`src/rtl/fetch_pc_unit_pkg.sv`:
```
// -----------------------------------------------------------------------------
// fetch_pc_unit_pkg
// Shared fetch-stage types: the default PC width, the fetch packet handed from
// fetch to decode, and the occupancy states of the fetch skid buffer.
// -----------------------------------------------------------------------------
`ifndef PC_SIZE
`define PC_SIZE 32
`endif

package fetch_pc_unit_pkg;

   localparam int unsigned PC_SIZE = `PC_SIZE;

   // One fetched PC together with the prediction made for it.
   typedef struct packed {
      logic [PC_SIZE-1:0] pc;
      logic               pred_taken;
      logic [PC_SIZE-1:0] pred_next;
   } fetch_pkt_t;

   // Skid buffer occupancy; the encoding equals the entry count.
   typedef enum logic [1:0] {
      SKID_EMPTY   = 2'd0,
      SKID_PARTIAL = 2'd1,
      SKID_FULL    = 2'd2
   } skid_state_e;

endpackage

```
`src/rtl/fetch_skid_buffer.sv`:
```
// -----------------------------------------------------------------------------
// fetch_skid_buffer
// Generic 2-entry valid/ready FIFO with a flush input.
//
// Handshake: a transfer happens on a side in any cycle where its valid and
// ready are both high; valid never waits for ready, data is stable while
// valid is high and ready is low.
//
// Ports:
//   clk, n_rst    clock, asynchronous active-low reset
//   flush_i       drop all entries; no enqueue that cycle
//   in_valid_i    producer offers in_data_i
//   in_ready_o    room available (not full, or head leaving this cycle)
//   in_data_i     payload to enqueue
//   out_valid_o   head entry present (registered state only)
//   out_ready_i   consumer takes the head
//   out_data_o    head payload; all zeros while empty
//   state_o       occupancy state (EMPTY / PARTIAL / FULL)
// -----------------------------------------------------------------------------
module fetch_skid_buffer
   import fetch_pc_unit_pkg::*;
#(
   parameter type T_DATA = logic
)(
   input  logic        clk,
   input  logic        n_rst,
   input  logic        flush_i,
   input  logic        in_valid_i,
   output logic        in_ready_o,
   input  T_DATA       in_data_i,
   output logic        out_valid_o,
   input  logic        out_ready_i,
   output T_DATA       out_data_o,
   output skid_state_e state_o
);

   skid_state_e state_q, state_d;
   T_DATA       head_q, head_d;
   T_DATA       tail_q, tail_d;
   logic        push;
   logic        pop;

   assign out_valid_o = (state_q != SKID_EMPTY);
   assign pop         = out_valid_o & out_ready_i;
   assign in_ready_o  = (state_q != SKID_FULL) | pop;
   assign push        = in_valid_i & in_ready_o & ~flush_i;

   // The head register is zeroed whenever the buffer goes empty, so the data
   // output is a plain register with no empty-mux in front of it.
   assign out_data_o  = head_q;
   assign state_o     = state_q;

   always_comb begin
      state_d = state_q;
      head_d  = head_q;
      tail_d  = tail_q;
      if (flush_i) begin
         state_d = SKID_EMPTY;
         head_d  = '0;
         tail_d  = '0;
      end else begin
         case (state_q)
            SKID_EMPTY: begin
               if (push) begin
                  head_d  = in_data_i;
                  state_d = SKID_PARTIAL;
               end
            end
            SKID_PARTIAL: begin
               case ({push, pop})
                  2'b10: begin
                     tail_d  = in_data_i;
                     state_d = SKID_FULL;
                  end
                  // Head leaves while a new entry arrives: it becomes the head.
                  2'b11: head_d = in_data_i;
                  2'b01: begin
                     head_d  = '0;
                     state_d = SKID_EMPTY;
                  end
                  default: ;
               endcase
            end
            SKID_FULL: begin
               // A push while full is only possible together with a pop.
               if (pop) begin
                  head_d = tail_q;
                  if (push) begin
                     tail_d = in_data_i;
                  end else begin
                     tail_d  = '0;
                     state_d = SKID_PARTIAL;
                  end
               end
            end
            default: begin
               state_d = SKID_EMPTY;
               head_d  = '0;
               tail_d  = '0;
            end
         endcase
      end
   end

   always_ff @(posedge clk or negedge n_rst) begin
      if (!n_rst) begin
         state_q <= SKID_EMPTY;
         head_q  <= '0;
         tail_q  <= '0;
      end else begin
         state_q <= state_d;
         head_q  <= head_d;
         tail_q  <= tail_d;
      end
   end

endmodule

```
`src/rtl/fetch_pc_unit.sv`:
```
// -----------------------------------------------------------------------------
// fetch_pc_unit
// Fetch-stage next-PC generator. Holds the fetch PC, presents it to the BTB,
// forms the predicted next PC from the BTB answer and queues each fetched PC
// with its prediction into a 2-entry skid buffer toward decode. A redirect
// from branch resolution overrides prediction and flushes the buffer.
//
// Ports:
//   clk, n_rst        clock, asynchronous active-low reset
//   btb_pc            lookup PC to the BTB (the fetch PC register)
//   btb_hit/branch    BTB tag match / entry is a taken branch
//   btb_target        BTB predicted target
//   redirect_valid    resolution stage forces a PC change (highest priority)
//   redirect_pc       corrected PC
//   out_valid/ready   head of skid buffer toward decode (valid/ready)
//   out_pc            PC of the head entry
//   out_pred_taken    prediction recorded for the head
//   out_pred_target   predicted next PC recorded for the head
//   dbg_state         skid buffer occupancy state
// -----------------------------------------------------------------------------
module fetch_pc_unit
   import fetch_pc_unit_pkg::*;
#(
   parameter int unsigned     PC_W     = `PC_SIZE,
   parameter logic [PC_W-1:0] RESET_PC = '0
)(
   input  logic            clk,
   input  logic            n_rst,
   output logic [PC_W-1:0] btb_pc,
   input  logic            btb_hit,
   input  logic            btb_branch,
   input  logic [PC_W-1:0] btb_target,
   input  logic            redirect_valid,
   input  logic [PC_W-1:0] redirect_pc,
   output logic            out_valid,
   input  logic            out_ready,
   output logic [PC_W-1:0] out_pc,
   output logic            out_pred_taken,
   output logic [PC_W-1:0] out_pred_target,
   output skid_state_e     dbg_state
);

   // Same layout as fetch_pkt_t, sized by this instance's PC width.
   typedef struct packed {
      logic [PC_W-1:0] pc;
      logic            pred_taken;
      logic [PC_W-1:0] pred_next;
   } pkt_t;

   localparam logic [PC_W-1:0] PC_ONE = PC_W'(1);

   logic [PC_W-1:0] pc_q, pc_d;
   logic            pred_taken;
   logic [PC_W-1:0] pred_next;
   logic            fifo_in_ready;
   logic            push;
   pkt_t            in_pkt;
   pkt_t            head_pkt;

   assign btb_pc     = pc_q;
   assign pred_taken = btb_hit & btb_branch;
   // Sequential increment wraps naturally at the PC width.
   assign pred_next  = pred_taken ? btb_target : (pc_q + PC_ONE);
   assign push       = ~redirect_valid & fifo_in_ready;

   assign in_pkt.pc         = pc_q;
   assign in_pkt.pred_taken = pred_taken;
   assign in_pkt.pred_next  = pred_next;

   always_comb begin
      pc_d = pc_q;
      if (redirect_valid) begin
         pc_d = redirect_pc;
      end else if (push) begin
         pc_d = pred_next;
      end
   end

   always_ff @(posedge clk or negedge n_rst) begin
      if (!n_rst) begin
         pc_q <= RESET_PC;
      end else begin
         pc_q <= pc_d;
      end
   end

   // A redirect both blocks the push and flushes; a head popped in the same
   // cycle is still handshaken and decode is expected to drop it.
   fetch_skid_buffer #(
      .T_DATA (pkt_t)
   ) u_skid (
      .clk         (clk),
      .n_rst       (n_rst),
      .flush_i     (redirect_valid),
      .in_valid_i  (~redirect_valid),
      .in_ready_o  (fifo_in_ready),
      .in_data_i   (in_pkt),
      .out_valid_o (out_valid),
      .out_ready_i (out_ready),
      .out_data_o  (head_pkt),
      .state_o     (dbg_state)
   );

   assign out_pc          = head_pkt.pc;
   assign out_pred_taken  = head_pkt.pred_taken;
   assign out_pred_target = head_pkt.pred_next;

endmodule

```
`config.mk`:
```
export PLATFORM = sky130hd
export DESIGN_NAME = fetch_pc_unit
export DESIGN_NICKNAME = d
export VERILOG_FILES = /design/src/rtl/fetch_pc_unit_pkg.sv /design/src/rtl/fetch_skid_buffer.sv /design/src/rtl/fetch_pc_unit.sv
export SDC_FILE = /design/constraint.sdc
export NUM_CORES = 1
export LEC_CHECK = 0
export ABC_AREA = 1
export BUFFER_PORTS_ARGS = -buffer_cell sky130_fd_sc_hd__clkbuf_2
export CORE_UTILIZATION = 55
export DETAILED_ROUTE_END_ITERATION = 10
export GPL_TIMING_DRIVEN = 0
export PLACE_DENSITY = 0.83
export SLEW_MARGIN = 20
export SYNTH_ARGS = -nofsm -noshare
export SYNTH_HDL_FRONTEND = slang
export SYNTH_SLANG_ARGS = --single-unit
```
`constraint.sdc`:
```
create_clock -name clk -period 4.23 [get_ports clk]
set_input_delay 0 -clock clk [delete_from_list [all_inputs] [get_ports clk]]
set_output_delay 0 -clock clk [all_outputs]
set_load 0.02 [all_outputs]
```
## After elaboration in Yosys (flattened, before gate mapping)

Index checks and enable logic that the tools add are counted.

| word-level totals | value |
|---|---|
| flip-flop bits (word level) | 164 |
| bits of input ports | 70 |
| output and inout port bits | 100 |

| cells by class | value |
|---|---|
| add/subtract/negate cells | 1 |
| eq/ne operators | 13 |
| muxes and demuxes | 19 |
| bitwise gates (word level) | 6 |
| reduce and logical (&&, ||, !) cells | 6 |

Operator list:

| operator | count |
|---|---|
| $mux W65 | 7 |
| $pmux W65 S3 | 2 |
| $pmux W65 S2 | 1 |
| $mux W32 | 3 |
| $add A32 B1 Y32 const B | 1 |
| $ne A3 B2 Y1 const B | 3 |
| $mux W2 | 4 |
| $eq A2 B2 Y1 const B | 3 |
| $pmux W2 S3 | 1 |
| $reduce_and A3 Y1 | 2 |
| $and A1 B1 Y1 | 4 |
| $eq A2 B1 Y1 const B | 2 |
| $ne A2 B2 Y1 const B | 2 |
| $ne A4 B3 Y1 const B | 1 |
| $ne A4 B4 Y1 const B | 1 |
| $pmux W2 S2 | 1 |
| $reduce_and A4 Y1 | 1 |
| $reduce_bool A2 Y1 | 2 |
| $ne A3 B3 Y1 const B | 1 |
| $logic_not A2 Y1 | 1 |
| $not A1 Y1 | 1 |
| $or A1 B1 Y1 | 1 |

## Logic depth before layout (Yosys ltp)

Gate-level depths: netlist of the first run.

| depth | value |
|---|---|
| depth after elaboration | 9 |
| mapped depth | 17 |
| gate-level depth less buffers | 14 |

## By module

A second synthesis of the first run with hierarchy kept.

| second synthesis, totals | value |
|---|---|
| cells, all modules | 1,333 |
| area, all modules | 9,384.0 sq um |

By module, submodules not included:

| module | times used | cells each | area an instance (sq um) | seq. area each (sq um) |
|---|---|---|---|---|
| fetch_skid_buffer | 1 | 886 | 6,517.5 | 3,303.2 |
| fetch_pc_unit | 1 | 447 | 2,866.5 | 800.8 |

## Worst setup path after synthesis of the first run

No wires, ideal clock.

| path | value |
|---|---|
| path type | register to register |
| from | register u_skid.state_q[0], in the netlist u_skid.state_o[0] |
| to | register u_skid.head_q, in the netlist u_skid.out_data_o[14] |
| setup time | 0.117 ns |
| data arrival time | 2.611 ns |
| required time | 4.113 ns |
| path slack | 1.503 ns |
| stages on the path, launching flop included | 18 |
| buffers on the path | 3 |
| cell sequence | dfrtp_1 > inv_1 > ha_1 > inv_2 > nand2_2 > a21oi_4 > inv_2 > clkbuf_1 > ha_1 > inv_1 > a21oi_1 > inv_1 > buf_2 > buf_2 > nand3_1 > nand2_1 > nand2_1 > nand2_1 |

| between the ends | value |
|---|---|
| longest elaborated chain between the ends | 9 |
| elaborated cells on any way between the ends | 18 |

RTL lines:

| what | line | source |
|---|---|---|
| from (decl) | fetch_skid_buffer.sv:37 | `skid_state_e state_q, state_d;` |
| from (signal assigned) | fetch_skid_buffer.sv:111 | `state_q <= state_d;` |
| $reduce_bool A2 Y1 * | fetch_skid_buffer.sv:43 | `assign out_valid_o = (state_q != SKID_EMPTY);` |
| net out_valid | fetch_pc_unit.sv:35 | `output logic out_valid,` |
| $and A1 B1 Y1 * | fetch_skid_buffer.sv:44 | `assign pop = out_valid_o & out_ready_i;` |
| $or A1 B1 Y1 | fetch_skid_buffer.sv:45 | `assign in_ready_o = (state_q != SKID_FULL) \| pop;` |
| $and A1 B1 Y1 (2 in a row) | fetch_skid_buffer.sv:46 | `assign push = in_valid_i & in_ready_o & ~flush_i;` |
| $eq A2 B1 Y1 / $eq A2 B2 Y1 (equally long branches) | fetch_skid_buffer.sv:70 | `case ({push, pop})` |
| $pmux W65 S2 | fetch_skid_buffer.sv:70 |  |
| $pmux W65 S3 | fetch_skid_buffer.sv:62 | `case (state_q)` |
| $mux W65 | fetch_skid_buffer.sv:57 | `if (flush_i) begin` |
| to (signal assigned) | fetch_skid_buffer.sv:108 | `head_q <= '0;` |
| to (signal assigned) | fetch_skid_buffer.sv:112 | `head_q <= head_d;` |
| to (decl) | fetch_skid_buffer.sv:38 | `T_DATA head_q, head_d;` |

Mark *: on every way through the listed nets, which the timed path passes. The rest lies on a longest branch.
A chain may end at the register's enable or synchronous reset.

## Worst setup path in the final report of the first run

| path | value |
|---|---|
| from | register u_skid.state_q[0], in the netlist u_skid.state_o[0] |
| to | register u_skid.head_q, in the netlist u_skid.out_data_o[7] |

| between the ends | value |
|---|---|
| longest elaborated chain between the ends | 9 |
| elaborated cells on any way between the ends | 18 |

RTL lines:

| what | line |
|---|---|
| $reduce_bool A2 Y1 | fetch_skid_buffer.sv:43 |
| $and A1 B1 Y1 | fetch_skid_buffer.sv:44 |
| $or A1 B1 Y1 | fetch_skid_buffer.sv:45 |
| $and A1 B1 Y1 (2 in a row) | fetch_skid_buffer.sv:46 |
| $eq A2 B1 Y1 / $eq A2 B2 Y1 (equally long branches) | fetch_skid_buffer.sv:70 |
| $pmux W65 S2 | fetch_skid_buffer.sv:70 |
| $pmux W65 S3 | fetch_skid_buffer.sv:62 |
| $mux W65 | fetch_skid_buffer.sv:57 |

Several ways; a longest one is shown, not always the timed one.

==> run_results.csv, run 1 <==
group,metric,value,unit
yosys,synthFlopType,"dfrtp_1",
critical_path,setup.worst_path.end_class,"flop",
final_layout,fin_nets,1393,
placed_design,place_congestion,0.953,
clock_network,post_cts_buffers,0,
placed_design,portBuffers,169,
timing,fin_crit_sh,89.9,%
critical_path,rr_worst_depth,17,
min_path,holdPathStages,4,
yosys,synth_fp_nets,1158,
timing,drv_slew,0,
drt,dr.pass1.iters,8,
drt,antenna_left,0,
yosys,synth-seq-area-share,48.9,%
min_path,worstHoldEndpoint,"u_skid.tail_q[12]",
drt,via_count,8703,
floorplan,io_pins,170,
yosys,synth_fa_ha_area_share,1.04,%
floorplan,fp.dieH,126,um
yosys,synthMuxAreaShare,0,%
critical_path,rr_startpoint,"u_skid.state_o[0]",
floorplan,start_util,57.1,%
placed_design,dpl.hpwl,20.5,mm
timing,finalHoldViolCount,0,
drt,wire_per_inst,18.7,um
clock_network,cts-htree-levels,4,
timing,fin_skew,0.00963,ns
clock_network,clock_latency,0.43,ns
yosys,synth_enable_flop_cells,0,
timing,slew_headroom,47.9,%
yosys,syn_inst,1081,
power,p_leak,5.42,nW
grt,grt_antenna_before_repair,0,
min_path,min-delay-start,"btb_target[12]",
clock_network,clkTransAtPathRegs,0.07,ns
clock_network,tritoncts,"done",
timing,setup_viol,0,
power,power,0.00648,W
grt,grt_pass1_wl,44.5,mm
clock_network,cts_buffers,17,
grt,first_global_vias,8435,
yosys,synthSimpleGateAreaFrac,27.5,%
yosys,synth_commonest_cells,"nand2_1 (405), dfrtp_1 (164), inv_1 (69)",
yosys,yosysWarnings,0,
grt,grt_use_total,37.1,%
run,cap_violations,0,
yosys,ys_async_sr_fraction,100,%
floorplan,core_area,14700,um^2
yosys,yosysUniqueCellTypes,34,
yosys,yosys.cell_count.top_type,"nand2_1",
critical_path,r2r_end,"u_skid.out_data_o[7]",
drt,via_per_inst,5.76,
yosys,synth_xor_area_share,1.04,%
min_path,hold_path_class,"input pin to flop",
drt,maxUsedRoutingLayer,"met4",
final_layout,drive_gt1_share,20.2,%
critical_path,cp.required,4.55,ns
critical_path,worstPathArrival,4.12,ns
yosys,ys_seq_elements,164,
critical_path,start_kind,"flop",
floorplan,fp.dieW,126,um
drt,drtIter0Drc,1017,
power,power_density,614,nW/um^2
timing,worstMarginPinSlew,0.782,ns
final_layout,antenna_cells,0,
status,violations,"DRC",
drt,finalWirelength,28.2,mm
timing,fmax,263,MHz
final_layout,fill_cells,1166,
clock_network,cts_max_path_buffers,2,
yosys,syn-cell-area,8390,um^2
critical_path,worst-setup-path-type,"flop to flop",
timing,final.min_clock_period,3.80,ns
floorplan,fp.dieArea,15800,um^2
critical_path,reg2reg_slack,0.43,ns
yosys,synth_top_cells_by_area,"dfrtp_1 (49%), nand2_1 (18%), o21ai_0 (4.1%), nand3_1 (3.8%), a22oi_1 (3.5%)",
clock_network,cts.sinks,164,
yosys,synth_compound_area_share,14.9,%
grt,grt_overflow,0,
drt,wl_met3,2.62,mm
yosys,synth_area_per_cell,7.76,um^2
drt,wl_met2,12.6,mm
timing,setup_tns,0,ns
drt,wl_met1,11.8,mm
grt,grt_max_degree,87,
power,ir_worst_vdd,0.000408,V
status,outcome,"complete, but fails checks",
drt,remaining_drc_errors,10,
yosys,synth_top_area_share,48.9,%
yosys,synth_top_family_by_area,"simple AND/OR/NAND/NOR gates",
floorplan,row_count,44,
timing,grt_setup_unrepaired,"no",
clock_network,clock-root-buffer,"clkbuf_16",
critical_path,crit_fanout,10,
final_layout,area_growth_syn_to_layout,25.6,%
yosys,synth_top_cell_by_area,"dfrtp_1",
## power breakdown
group / internal (W) / total (W) / switching, W
clock: 0.000871 / 0.00152 / 0.000644
sequential: 0.00197 / 0.00231 / 0.000340
combinational: 0.000785 / 0.00266 / 0.00187
## layer usage
layer  up-vias  GRT usage [%]
met1      4090           51.8
met3        92           7.06
met4         0           18.1
met5         -              0
li1       3993              -
met2       528           55.8
## flip-flops by register name, indices dropped and copies added, names as in the netlist
register,cells
btb_pc,32
u_skid.out_data_o,65
u_skid.state_o,2
u_skid.tail_q,65
## cell usage in the layout, fill, tap and decap left out, types with 2 or more instances in the layout
master / n
or2_2: 23
o21bai_1: 3
clkbuf_16: 17
dlygate4sd3_1: 46
xor2_1: 10
o22ai_1: 10
a22oi_1: 39
inv_2: 7
buf_2: 17
nor2_1: 58
dfrtp_1: 164
buf_1: 2
o211ai_1: 12
a21oi_1: 21
buf_6: 4
o21ai_1: 30
o21ai_0: 68
nor2_4: 3
ha_1: 7
clkinvlp_4: 5
nand2_2: 2
inv_1: 69
nand3_1: 64
o221ai_1: 6
o31ai_1: 14
clkinv_4: 2
clkbuf_1: 30
nand2_1: 405
clkbuf_2: 169
clkbuf_8: 5
nor2_2: 4
## worst max-delay path: stages, from the launching register on
cell	delay, ns
dfrtp_1	0.42
inv_1	0.11
ha_1	0.19
inv_2	0.07
nand2_2	0.12
a21oi_4	0.10
inv_2	0.11
clkbuf_1	0.51
ha_1	0.25
inv_1	0.05
a21oi_1	0.58
inv_1	0.34
buf_2	0.30
buf_2	0.22
nand2_1	0.10
nand2_1	0.08
nand2_1	0.06
nand2_1	0.06
## cells by family (layout without fill, tap and decap cells)
group / after synthesis / after routing
flip-flops: 164 / 164
buffers and inverters: 132 / 379
AO/OA/AOI/OAI: 206 / 206
XOR/XNOR: 10 / 10
adder cells (fa/ha/maj): 7 / 7
AND/OR/NAND/NOR: 562 / 562
## per-stage QoR
step / instance area [um^2] / utilization (%) / hold slack [ns] / setup slack, ns / cells
after global placement: 9470 / 64.4 / 0.219 / 0.277 / 1434
final: 10500 / 71.7 / 0.00682 / 0.428 / 1512
after detailed placement: 9510 / 64.7 / 0.0619 / 0.567 / 1435
after CTS: 10500 / 71.7 / 0.000162 / 0.516 / 1512
after floorplan: 8390 / - / -0.296 / 1.50 / 1081
after global routing: 10500 / 71.7 / 0.0378 / 0.280 / 1512
## worst max-delay path by stage
stage | endpoint | start | slack [ns] | cells past startpoint
after CTS | u_skid.out_data_o[7] | u_skid.state_o[0] | 0.52 | 17
after global placement | u_skid.out_data_o[63] | n_rst | 0.28 | 1
after floorplan | u_skid.out_data_o[14] | u_skid.state_o[0] | 1.50 | 17
after detailed placement | u_skid.out_data_o[31] | u_skid.state_o[0] | 0.57 | 16
after global routing | u_skid.out_data_o[19] | u_skid.state_o[0] | 0.28 | 16
final | u_skid.out_data_o[7] | u_skid.state_o[0] | 0.43 | 17
## what timing repair did
action | CTS | global route
resized for setup | 0 | 0
hold buffers | 46 | 0
setup endpoints to repair | 0 | 0
endpoints found under the hold margin | 114 | 0
## area by class of cell
type | count | area, um^2 | area share [%]
Clock buffer | 21 | 480 | 4.56
Sequential cell | 164 | 4100 | 38.9
Tap cell | 184 | 230 | 2.18
Inverter | 77 | 292 | 2.76
Multi-Input combinational cell | 785 | 3730 | 35.4
Clock inverter | 10 | 98.8 | 0.937
Timing Repair Buffer | 216 | 1340 | 12.7
Buffer | 55 | 263 | 2.49
No activity file was read; power rests on OpenSTA's default activity.
==> run 2, diff against run 1 <==
--- a/config.mk
+++ b/config.mk
@@ -7,10 +7,12 @@
 export LEC_CHECK = 0
 export ABC_AREA = 1
 export BUFFER_PORTS_ARGS = -buffer_cell sky130_fd_sc_hd__clkbuf_2
-export CORE_UTILIZATION = 55
+export CELL_PAD_IN_SITES_DETAIL_PLACEMENT = 1
+export CELL_PAD_IN_SITES_GLOBAL_PLACEMENT = 1
+export CORE_UTILIZATION = 36
 export DETAILED_ROUTE_END_ITERATION = 10
 export GPL_TIMING_DRIVEN = 0
-export PLACE_DENSITY = 0.83
+export PLACE_DENSITY_LB_ADDON = 0.1
 export SLEW_MARGIN = 20
 export SYNTH_ARGS = -nofsm -noshare
 export SYNTH_HDL_FRONTEND = slang
==> constraint.sdc (replaced) <==
create_clock -name clk -period 3.2 [get_ports clk]
set_input_delay 0 -clock clk [delete_from_list [all_inputs] [get_ports clk]]
set_output_delay 0 -clock clk [all_outputs]
set_load 0.02 [all_outputs]
==> run 2 against run 1 <==
Effect of this change: the run now ends clean; maximum frequency rose by 29%; sequential power rose by 32%; cell area rose by 2.5%; clock skew rose by 0.0044 ns; via count fell by 4.3%; register-to-register slack got worse by 0.17 ns; wire length rose by 12%; clock power rose by 39%; core utilization fell by 24 points; combinational power rose by 36%; non-clock buffer count rose by 4; largest power group unchanged; highest routed layer unchanged.
==> run_results.csv, run 2 (synthesis results as in run 1) <==
group,metric,value,unit
clock_network,clock_latency,0.44,ns
drt,wl_met1,15.7,mm
power,power_density,813,nW/um^2
clock_network,cts.sinks,164,
clock_network,clock-root-buffer,"clkbuf_16",
drt,finalWirelength,31.7,mm
timing,grt_setup_unrepaired,"no",
placed_design,place_ws,-0.696,ns
timing,drv_slew,0,
drt,wl_met3,1.08,mm
grt,grt_use_total,27.7,%
timing,setup_viol,0,
floorplan,fp.dieW,155,um
timing,final.min_clock_period,2.94,ns
critical_path,setup.worst_path.end_class,"flop",
floorplan,fp.dieH,155,um
drt,dr.pass1.iters,5,
grt,first_global_vias,8676,
timing,layout_setup_ws,0.260,ns
placed_design,dpl.hpwl,24.2,mm
critical_path,crit_fanout,13,
placed_design,portBuffers,169,
drt,antenna_left,0,
drt,maxUsedRoutingLayer,"met4",
timing,worstMarginPinSlew,0.834,ns
timing,fin_skew,0.0140,ns
timing,fmax,340,MHz
drt,wl_met2,14.1,mm
critical_path,reg2reg_slack,0.26,ns
critical_path,crit_chain,"inv_1, ha_1, inv_2, nand2_2, a21oi_4, inv_4, ha_1, inv_1, a21oi_4, clkinvlp_4, buf_2, clkbuf_4, nand3_1, nand2_1, nand2_1, nand2_1",
grt,grt_pass1_wl,49.8,mm
timing,fin_crit_sh,91.9,%
critical_path,cp_common_cell,"nand2_1",
power,p_leak,5.49,nW
floorplan,core_area,22800,um^2
floorplan,start_util,36.8,%
floorplan,fp.dieArea,23900,um^2
clock_network,cts-htree-levels,4,
drt,drtIter0Drc,557,
critical_path,worst-setup-path-type,"flop to flop",
timing,setup_tns,0,ns
clock_network,cts_max_path_buffers,2,
drt,remaining_drc_errors,0,
grt,grt_overflow,0,
drt,via_per_inst,5.06,
final_layout,area_growth_syn_to_layout,28.8,%
grt,grt_antenna_before_repair,0,
placed_design,place_congestion,0.885,
final_layout,fill_cells,2827,
floorplan,row_count,55,
final_layout,antenna_cells,0,
drt,wire_per_inst,19.3,um
clock_network,tritoncts,"done",
final_layout,drive_gt1_share,20.9,%
timing,finalHoldViolCount,0,
floorplan,io_pins,170,
critical_path,start_kind,"flop",
run,cap_violations,0,
critical_path,crit_slowest_cell,"dfrtp_1",
critical_path,max_stage_delay,0.41,ns
status,outcome,"completed",
min_path,hold_path_class,"input pin to flop",
power,power,0.00879,W
final_layout,final_cell_mix,"nand2_1 (405), clkbuf_2 (173), dfrtp_1 (164), inv_1 (68), o21ai_0 (68)",
power,ir_worst_vdd,0.000389,V
clock_network,clkTransAtPathRegs,0.07,ns
critical_path,worstPathArrival,3.32,ns
clock_network,cts_buffers,17,
timing,slew_headroom,44.4,%
drt,via_count,8327,
final_layout,fin_nets,1397,
final_layout,final_common_cell,"nand2_1",
critical_path,cp.required,3.58,ns
grt,grt_max_degree,66,
[run 2: changes by cell type in the layout (fill, tap and decap cells not counted), moves of 2 or more]
cell / previous run / this run
clkbuf_2: 169 / 173
clkinv_4: 2 / 4
clkbuf_1: 30 / 26
inv_8: 0 / 3
clkinvlp_4: 5 / 1
buf_4: 1 / 4
inv_6: 1 / 4
clkbuf_8: 5 / 3
[run 2: timing repair]
action	4_1_cts	5_1_grt
pin swaps	0	1
buffers inserted	2	1
hold buffers	47	0
endpoints found under the hold margin	202	0
endpoints found under the setup margin	60	108
gates resized for setup	4	9
[run 2: worst paths after layout]
path                                           start               endpoint  depth (start not counted)
worst max register to register     u_skid.state_o[0]  u_skid.out_data_o[19]                         16
worst min register to register  u_skid.out_data_o[9]   u_skid.out_data_o[9]                          2
worst min-delay path                  btb_target[16]      u_skid.tail_q[16]                          4
min in group asynchronous                      n_rst  u_skid.out_data_o[34]                          2
worst max-delay path               u_skid.state_o[0]  u_skid.out_data_o[19]                         16
max in group asynchronous                      n_rst      u_skid.tail_q[49]                          3
[run 2: layout make-up]
class / instances / area, um^2 / share of cell area [%]
clock buffers: 19 / 453 / 4.19
inverters: 77 / 298 / 2.76
clock inverters: 13 / 139 / 1.29
repair buffers: 221 / 1400 / 13.0
flip-flops and latches: 164 / 4100 / 38.0
multi-input cells: 785 / 3750 / 34.7
well taps: 313 / 392 / 3.62
plain buffers: 54 / 267 / 2.47
[run 2: power by group]
group / switching, W / internal, W / leakage, nW
clock: 0.000966 / 0.00114 / 0.295
combinational: 0.00254 / 0.00109 / 3.03
sequential: 0.000459 / 0.00260 / 2.17
[run 2: metrics by stage]
stage,area [um^2],std cells,utilization (%),hold slack (ns)
2_1_floorplan,8390,1081,-,-0.296
3_3_place_gp,9630,1563,42.3,0.219
3_5_place_dp,9690,1565,42.6,0.00198
4_1_cts,10800,1645,47.3,0.00141
5_1_grt,10800,1646,47.4,0.0270
6_report,10800,1646,47.4,0.00368
[run 2: routing by layer]
layer | track usage (%) | vias to the layer above
met3 | 3.03 | 50
li1 | - | 4013
met5 | 0 | -
met2 | 42.7 | 204
met4 | 9.71 | 0
met1 | 40.2 | 4060
[run 2: critical path: cells and delay by family (launching register included)]
| kind | cells | cell delay [ns] |
|---|---|---|
| and+or+nand+nor | 5 | 0.40 |
| buffers and inverters | 7 | 1.23 |
| AOI/OAI and AO/OA | 2 | 0.36 |
| adders and majority gates | 2 | 0.48 |
| DFF | 1 | 0.41 |
==> run 3, diff against run 2 <==
--- a/config.mk
+++ b/config.mk
@@ -5,13 +5,13 @@
 export SDC_FILE = /design/constraint.sdc
 export NUM_CORES = 1
 export LEC_CHECK = 0
-export ABC_AREA = 1
-export BUFFER_PORTS_ARGS = -buffer_cell sky130_fd_sc_hd__clkbuf_2
+export BUFFER_PORTS_ARGS = -buffer_cell sky130_fd_sc_hd__buf_2
 export CELL_PAD_IN_SITES_DETAIL_PLACEMENT = 1
 export CELL_PAD_IN_SITES_GLOBAL_PLACEMENT = 1
-export CORE_UTILIZATION = 36
+export CORE_UTILIZATION = 38
 export DETAILED_ROUTE_END_ITERATION = 10
 export GPL_TIMING_DRIVEN = 0
+export MAX_ROUTING_LAYER = met4
 export PLACE_DENSITY_LB_ADDON = 0.1
 export SLEW_MARGIN = 20
 export SYNTH_ARGS = -nofsm -noshare
==> run 3 against run 2 <==
Effect of this change: die area is 8.1% lower; non-clock buffer count is 44 higher; register-to-register slack worse by 0.08 ns; first-iteration DRC count is 4.8% lower; worst hold slack better by 0.0077 ns; area after synthesis is 3.1% lower; global-route usage is 3.2 points higher.
==> run_results.csv, run 3 <==
group,metric,value,unit
yosys,synth_top_cell_by_area,"dfrtp_1",
timing,grt_setup_unrepaired,"no",
clock_network,cts-htree-levels,4,
grt,first_global_vias,8399,
drt,dr.pass1.iters,7,
timing,drv_slew,0,
yosys,synth-seq-area-share,50.5,%
yosys,ys_seq_elements,164,
drt,via_count,8130,
yosys,yosysUniqueCellTypes,55,
placed_design,portBuffers,169,
drt,wire_per_inst,22.8,um
clock_network,clkTransAtPathRegs,0.07,ns
clock_network,cts_buffers,17,
yosys,synthFlopType,"dfrtp_1",
placed_design,place_congestion,0.886,
floorplan,row_count,53,
critical_path,rr_worst_depth,9,
final_layout,final_common_cell,"buf_2",
status,outcome,"completed",
placed_design,dpl.hpwl,22.4,mm
timing,setup_viol,0,
critical_path,crit_chain,"inv_1, ha_1, nand2b_1, inv_2, nor3_1, clkbuf_1, clkbuf_1, a22oi_1, o31ai_1",
critical_path,setup.worst_path.end_class,"flop",
timing,setup_tns,0,ns
floorplan,fp.dieArea,22000,um^2
run,cap_violations,0,
yosys,yosysWarnings,0,
timing,slew_headroom,32.8,%
drt,finalWirelength,31.9,mm
critical_path,reg2reg_slack,0.18,ns
yosys,synth_top_cells_by_area,"dfrtp_1 (50%), a22oi_1 (6.4%), nand2_1 (5.2%), o21ai_0 (4.9%), a22o_1 (3.3%)",
grt,grt_overflow,0,
critical_path,crit_fanout,10,
yosys,synth_area_per_cell,9.54,um^2
min_path,min-delay-start,"btb_target[15]",
clock_network,tritoncts,"done",
drt,via_per_inst,5.82,
yosys,ys_async_sr_fraction,100,%
floorplan,fp.dieW,148,um
timing,worstMarginPinSlew,0.998,ns
critical_path,cp_common_cell,"clkbuf_1",
final_layout,final_cell_mix,"buf_2 (183), dfrtp_1 (163), nand2_1 (113), o21ai_0 (79), a22oi_1 (69)",
floorplan,start_util,38.7,%
critical_path,critPathTopFamily,"buffers and inverters",
floorplan,io_pins,170,
timing,finalHoldViolCount,0,
yosys,synth_commonest_cells,"dfrtp_1 (164), nand2_1 (113), o21ai_0 (79)",
grt,grt_antenna_before_repair,0,
yosys,synth_fp_nets,930,
critical_path,timing.critical_path.buf_inv,4,
timing,fin_crit_sh,94.4,%
critical_path,start_kind,"flop",
drt,drtIter0Drc,530,
clock_network,cts_max_path_buffers,2,
final_layout,area_growth_syn_to_layout,31.7,%
placed_design,place_ws,-1.17,ns
timing,final.min_clock_period,3.02,ns
grt,grt_pass1_wl,49.2,mm
grt,grt_use_total,30.9,%
critical_path,worst-setup-path-type,"flop to flop",
yosys,synth_top_area_share,50.5,%
power,p_leak,4.98,nW
power,power,0.00756,W
critical_path,max_stage_delay,0.68,ns
critical_path,rr_startpoint,"u_skid.state_o[0]",
grt,grt_max_degree,84,
yosys,yosys.cell_count.top_type,"dfrtp_1",
min_path,hold_path_class,"input pin to flop",
drt,remaining_drc_errors,0,
floorplan,core_area,21000,um^2
drt,antenna_left,0,
floorplan,fp.dieH,148,um
yosys,synth_enable_flop_cells,0,
critical_path,crit_slowest_cell,"clkbuf_1",
yosys,syn_inst,853,
clock_network,cts.sinks,164,
final_layout,final_area,10700,um^2
timing,fin_skew,0.00855,ns
yosys,syn-cell-area,8130,um^2
power,power_density,705,nW/um^2
critical_path,worstPathArrival,3.35,ns
final_layout,fin_nets,1187,
clock_network,clock_latency,0.43,ns
timing,layout_setup_ws,0.178,ns
min_path,holdPathStages,4,
timing,fmax,331,MHz
clock_network,clock-root-buffer,"clkbuf_16",
placed_design,dpl_cell_area,9360,um^2
min_path,worstHoldEndpoint,"u_skid.tail_q[15]",
power,ir_worst_vdd,0.000394,V
critical_path,cp.required,3.52,ns
final_layout,drive_gt1_share,23.1,%
critical_path,r2r_end,"u_skid.out_data_o[30]",
==> run 3: power breakdown <==
group / switching [W] / leakage [nW] / internal, W
Clock: 0.000912 / 0.294 / 0.00126
Combinational: 0.00182 / 2.50 / 0.000841
Sequential: 0.000283 / 2.18 / 0.00245
Total: 0.00301 / 4.98 / 0.00455
==> run 3: worst max path at each step <==
stage / from / end / slack (ns) / cells after the start
2_1_floorplan: u_skid.state_o[0] / u_skid.out_data_o[23] / 0.24 / 13
3_3_place_gp: u_skid.state_o[1] / u_skid.out_data_o[23] / -1.19 / 13
3_5_place_dp: u_skid.state_o[1] / u_skid.out_data_o[24] / -1.17 / 13
4_1_cts: u_skid.state_o[1] / u_skid.tail_q[12] / 0.12 / 13
5_1_grt: u_skid.state_o[0] / u_skid.tail_q[53] / 0.003 / 11
6_report: u_skid.state_o[0] / u_skid.out_data_o[30] / 0.18 / 9
==> run 3: metrics by stage <==
| stage | hold slack [ns] | util [%] | instances |
|---|---|---|---|
| floorplan | -0.296 | - | 853 |
| global placement | 0.217 | 44.4 | 1297 |
| detailed placement | 0.0386 | 44.5 | 1298 |
| CTS | 0.00131 | 50.9 | 1397 |
| global route | 0.0191 | 51.0 | 1397 |
| finish | 0.0114 | 51.0 | 1398 |
==> run 3: cells by family (layout without fill, tap and decap cells) <==
family | count (synthesis) | in the layout | share of synthesized area (%)
compound gates | 309 | 309 | 25.7
simple gates | 254 | 254 | 15.0
flops | 164 | 164 | 50.5
buf+inv | 92 | 361 | 4.75
xor+xnor | 15 | 15 | 1.62
mux | 12 | 12 | 1.48
fa+ha+maj | 7 | 7 | 1.08
other cells | 0 | 1 | 0
==> run 3: what timing repair did <==
action	in CTS	in global routing
gates resized for setup	20	13
hold buffers	65	0
setup endpoints to repair	128	66
setup buffers	4	0
pin swaps	1	0
endpoints found under the hold margin	159	0
cloned	0	0
==> run 3: layout make-up <==
type	instances	area, um^2
Fill cell	2457	10300
Sequential cell	164	4110
Multi-Input combinational cell	597	3680
Timing Repair Buffer	239	1560
Clock buffer	18	439
Buffer	80	365
Tap cell	275	344
Clock inverter	13	171
Inverter	11	42.5
Antenna cell	1	2.50
==> run 3: metal layers <==
layer	routed length (um)	GRT usage, %	up-vias
li1	-	-	3642
met4	785	10.6	0
met3	1570	3.74	59
met1	14600	42.2	4150
met2	14900	47.5	279
met5	0	-	-
==> run 3: tightest hold or removal path: stages <==
cell      delay (ns)
buf_2           0.08
nand2b_1        0.11
o21ai_1         0.10
o21ai_1         0.12
